--- src/rtl/ifetch_pkg.sv ---
// Shared types and constants for the instruction fetch front-end.
// Also provides a word-alignment helper used when loading the PC.
package ifetch_pkg;

  localparam int          INSTR_W          = 32;
  localparam logic [31:0] PC_INC           = 32'd4;
  localparam logic [31:0] DEFAULT_RESET_PC = 32'h0000_3000;

  typedef enum logic [1:0] {
    IDLE    = 2'd0,
    REQ     = 2'd1,
    DELIVER = 2'd2
  } state_e;

  function automatic logic [31:0] word_align(input logic [31:0] addr);
    return {addr[31:2], 2'b00};
  endfunction

endpackage

--- src/rtl/ifetch_timeout.sv ---
// Wait-cycle counter for an outstanding fetch request.
// tc_o is high once LIMIT-1 cycles without ack have already elapsed.
module ifetch_timeout #(
  parameter int LIMIT = 16
) (
  input  logic clk,
  input  logic rst,
  input  logic clr_i,
  input  logic inc_i,
  output logic tc_o
);

  localparam int CW = (LIMIT > 2) ? $clog2(LIMIT) : 1;

  logic [CW-1:0] count_q;

  always_ff @(posedge clk or posedge rst) begin
    if (rst) begin
      count_q <= '0;
    end else if (clr_i) begin
      count_q <= '0;
    end else if (inc_i) begin
      count_q <= count_q + CW'(1);
    end
  end

  assign tc_o = (count_q == CW'(LIMIT - 1));

endmodule

--- src/rtl/ifetch_unit.sv ---
// Instruction fetch front-end: owns the PC, reads instruction memory over
// req/ack, and strobes IRWr for one cycle. Optional timeout: IFETCH_TIMEOUT_EN.
module ifetch_unit
  import ifetch_pkg::*;
#(
  parameter logic [31:0] RESET_PC       = DEFAULT_RESET_PC,
  parameter int          TIMEOUT_CYCLES = 16
) (
  input  logic               clk,
  input  logic               rst,
  input  logic               fetch_go,
  input  logic               pc_ld,
  input  logic [31:0]        pc_ld_val,
  output logic [31:0]        im_addr,
  output logic               im_req,
  input  logic               im_ack,
  input  logic [INSTR_W-1:0] im_rdata,
  output logic [INSTR_W-1:0] im_dout,
  output logic               IRWr,
  output logic [31:0]        pc,
  output logic [31:0]        pc_plus4,
  output logic               busy,
  output logic               fetch_err
);

  state_e              state_q;
  logic [31:0]         pc_q;
  logic [31:0]         im_addr_q;
  logic                im_req_q;
  logic [INSTR_W-1:0]  im_dout_q;
  logic                irwr_q;
  logic                fetch_err_q;
  logic [31:0]         pc_inc_d;
  logic                timeout_hit;

  if (TIMEOUT_CYCLES < 2 || RESET_PC[1:0] != 2'b00) begin : g_bad_cfg
    $error("ifetch_unit: TIMEOUT_CYCLES must be >= 2 and RESET_PC word aligned");
  end

`ifdef IFETCH_TIMEOUT_EN
  logic timeout_tc;

  // Counter is held clear outside REQ, so it restarts on every entry.
  ifetch_timeout #(
    .LIMIT (TIMEOUT_CYCLES)
  ) u_timeout (
    .clk   (clk),
    .rst   (rst),
    .clr_i (state_q != REQ),
    .inc_i ((state_q == REQ) && !im_ack),
    .tc_o  (timeout_tc)
  );

  assign timeout_hit = (state_q == REQ) && !im_ack && timeout_tc;
`else
  assign timeout_hit = 1'b0;
`endif

  assign pc_inc_d = pc_q + PC_INC;

  always_ff @(posedge clk or posedge rst) begin
    if (rst) begin
      state_q     <= IDLE;
      pc_q        <= RESET_PC;
      im_addr_q   <= RESET_PC;
      im_req_q    <= 1'b0;
      im_dout_q   <= '0;
      irwr_q      <= 1'b0;
      fetch_err_q <= 1'b0;
    end else begin
      irwr_q      <= 1'b0;
      fetch_err_q <= 1'b0;
      case (state_q)
        IDLE: begin
          // A redirect takes priority over a fetch request in the same cycle.
          if (pc_ld) begin
            pc_q <= word_align(pc_ld_val);
          end else if (fetch_go) begin
            state_q   <= REQ;
            im_req_q  <= 1'b1;
            im_addr_q <= pc_q;
          end
        end
        REQ: begin
          if (im_ack) begin
            im_dout_q <= im_rdata;
            pc_q      <= pc_inc_d;
            im_req_q  <= 1'b0;
            irwr_q    <= 1'b1;
            state_q   <= DELIVER;
          end else if (timeout_hit) begin
            im_req_q    <= 1'b0;
            fetch_err_q <= 1'b1;
            state_q     <= IDLE;
          end
        end
        DELIVER: begin
          state_q <= IDLE;
        end
        default: begin
          state_q <= IDLE;
        end
      endcase
    end
  end

  assign im_addr   = im_addr_q;
  assign im_req    = im_req_q;
  assign im_dout   = im_dout_q;
  assign IRWr      = irwr_q;
  assign pc        = pc_q;
  assign pc_plus4  = pc_inc_d;
  assign busy      = (state_q != IDLE);
  assign fetch_err = fetch_err_q;

endmodule

--- config.mk ---
export PLATFORM = sky130hd
export DESIGN_NAME = ifetch_unit
export DESIGN_NICKNAME = d
export VERILOG_FILES = /design/src/rtl/ifetch_pkg.sv /design/src/rtl/ifetch_timeout.sv /design/src/rtl/ifetch_unit.sv
export SDC_FILE = /design/constraint.sdc
export NUM_CORES = 1
export LEC_CHECK = 0
export BUFFER_PORTS_ARGS = -buffer_cell sky130_fd_sc_hd__buf_2
export CORE_MARGIN = 1.5
export CORE_UTILIZATION = 40
export CTS_CLUSTER_SIZE = 12
export DETAILED_ROUTE_END_ITERATION = 7
export GPL_TIMING_DRIVEN = 1
export PLACE_DENSITY = 0.72
export SETUP_SLACK_MARGIN = 0.2
export SYNTH_ARGS = -nofsm -noshare
export SYNTH_HDL_FRONTEND = slang
export SYNTH_SLANG_ARGS = --single-unit
--- constraint.sdc ---
create_clock -name clk -period 9.5 [get_ports clk]
set_clock_uncertainty 0.05 [all_clocks]
set_input_delay 1.425 -clock clk [delete_from_list [all_inputs] [get_ports clk]]
set_output_delay 1.425 -clock clk [all_outputs]
set_load 0.05 [all_outputs]
==> results_dict.tcl <==
set metrics [dict create \
    wl_per_cell_um 16.8 \
    place_hpwl_um 9670 \
    start_util_pct 40.7 \
    status "complete, no violations" \
    drc 0 \
    ff2ff_setup_slack_ns 6.71 \
    ys.flop_type "dfrtp_1" \
    slew_headroom_pct 28.6 \
    ir_worst_vdd_mv 0.192 \
    path_max_fanout 13 \
    seq_area_frac_synth_pct 47.2 \
    ant_nets 0 \
    row_count 41 \
    grt_pass1_wl_um 21300 \
    design.die.area_um2 13400 \
    setup_tns_ns 0 \
    core_um2 12500 \
    synth.cell_area_um2 5100 \
    yosysUniqueCellTypes 62 \
    root_buffer "clkbuf_16" \
    grt_max_degree 62 \
    vias 4338 \
    h-tree-depth 3 \
    worstMarginPinSlew_ns 1.07 \
    yosys.area.top_type "dfrtp_1" \
    path_clk_slew_ns 0.07 \
    cts_buffers 9 \
    die_height_um 116 \
    drt-total-wl_um 13600 \
    area_growth_pct 24.8 \
    yosysWarnings 0 \
    max_freq_ghz 0.216 \
    hold_path_class "flip-flop to flip-flop" \
    maxSlewViolCount 0 \
    clk_latency_ns 0.35 \
    drv_cap 0 \
    grt_usage_pct 20.6 \
    cp.required_ns 8.03 \
    cts_setup_buffers 0 \
    finalInstanceArea_um2 6360 \
    gr-total-overflow 0 \
    finalPower_uw 2440 \
    period_share_pct 48.7 \
    placed_area_um2 6080 \
    setup_viol 0 \
    syn-mean-instance-area_um2 11.0 \
    rsz0062_at_grt "false" \
    grt_pass1_vias 4172 \
    portBuffers 191 \
    worstSetupPathType "flip-flop to primary output" \
    synth-edff-count 0 \
    cp-start-kind "flip-flop" \
    clock-sinks 96 \
    via_per_inst 5.36 \
    end_kind "primary output" \
    synth_seq_cells 96 \
    yosys-top-cells-count "dfrtp_1, mux2_2, nand2_1" \
    worst_slack_ns 4.87 \
    hold_buffers 0 \
    die_x_um 116 \
    synth_top_cells_by_area "dfrtp_1, mux2_2, xnor2_1" \
    first_pass_iters 4 \
    place_worst_setup_slack_ns 5.22 \
    fin_nets 701 \
    finalHoldViolations 0 \
    fin_util_pct 50.8 \
    ios 201 \
    synth.top_cell.area_share_pct 45.2 \
    syn_inst 462 \
    powerDensity_nw_per_um2 383 \
    antenna_found_initial 1 \
    ctsResizeCount 0 \
    post-route-min-period_ns 4.63 \
    fillers 1133 \
    synth_most_common_cell "dfrtp_1" \
    synthArstFlopShare_pct 100 \
    p_leak_uw 0.00291 \
    cts_tree "done" \
    routabilityCongestion 0.818 \
    clockBufferDepth 2 \
    arrival_ns 3.15 \
    drtIter0Drc 338 \
    layout-drive-gt1-share_pct 47.6 \
]
[metal layers]
layer | vias to the layer above | share of wire, % | track usage, % | routed length, um
met4 | 0 | 1.8 | 8.29 | 247
met2 | 197 | 47 | 32.9 | 6440
met5 | - | 0 | 0 | 0
li1 | 1995 | - | - | -
met3 | 22 | 8.4 | 5.91 | 1140
met1 | 2124 | 42 | 26.4 | 5740
[worst paths after layout]
| path | startpoint | to | depth (start not counted) |
|---|---|---|---|
| max | pc[2]$_DFFE_PP0P_ | pc_plus4[30] | 6 |
| min | im_req$_DFFE_PP0P_ | im_req$_DFFE_PP0P_ | 2 |
| max reg2reg | pc[2]$_DFFE_PP0P_ | pc[22]$_DFFE_PP0P_ | 5 |
| min reg2reg | im_req$_DFFE_PP0P_ | im_req$_DFFE_PP0P_ | 2 |
| max in group asynchronous | rst | im_addr[6]$_DFFE_PP0P_ | 3 |
| min in group asynchronous | rst | im_dout[23]$_DFFE_PP0P_ | 2 |
[placed cells by master (no fill, tap or decap), types with 4 or more instances in the layout]
master	n
a31oi_1	4
xnor2_1	18
buf_2	191
mux2_2	63
nor2_1	25
buf_4	7
a31o_2	7
clkbuf_16	9
nand3_1	18
nand4_1	9
o211ai_1	5
xor2_1	8
nand2b_1	5
nor4b_1	13
inv_1	5
nor3_1	5
nand2_1	31
dfrtp_1	92
dfstp_2	4
nor3b_1	4
a21oi_1	22
conb_1	7
o21ai_0	14
[final cells by class]
class | count | area, um2 | share of cell area (%)
inverter | 6 | 25.0 | 0.393
timing repair buffer | 198 | 1010 | 15.9
antenna | 1 | 2.50 | 0.0393
multi-input combinational | 320 | 2430 | 38.1
clock buffer | 12 | 246 | 3.87
sequential | 96 | 2410 | 37.8
clock inverter | 4 | 30.0 | 0.472
tap | 172 | 215 | 3.38
[state kept, by name (all words and copies together), names as in the netlist]
register	flops
im_dout	32
im_addr	30
pc	30
state_q	2
IRWr	1
im_req	1
[power by group]
group          switching [uW]  leakage [uW]  internal [uW]
Sequential                171       0.00113            574
Combinational            1010       0.00164            337
Clock                     160      0.000133            186
Total                    1340       0.00291           1100
[cells by family after synthesis]
group	count (synthesis)	synth area share, %
fa+ha+maj	1	0.245
buf+inv	52	5.82
flops	96	47.2
other cells	1	0.0735
mux	66	14.6
xor+xnor	26	4.47
simple gates	141	17.2
compound gates	79	10.4
[through the flow]
stage | hold slack (ns) | std cells
2_1_floorplan | 0.593 | 468
3_3_place_gp | 0.433 | 792
3_5_place_dp | 0.440 | 792
4_1_cts | 0.456 | 808
5_1_grt | 0.468 | 809
6_report | 0.450 | 809
[worst max-delay path, stage by stage, from the launching register on]
cell and delay, ns:
dfrtp_1 0.49, ha_1 0.27, nand3_1 0.41, nor4_4 0.88
nand3_1 0.24, xnor2_1 0.22, buf_2 0.30
(Power assumes the default switching activity.)
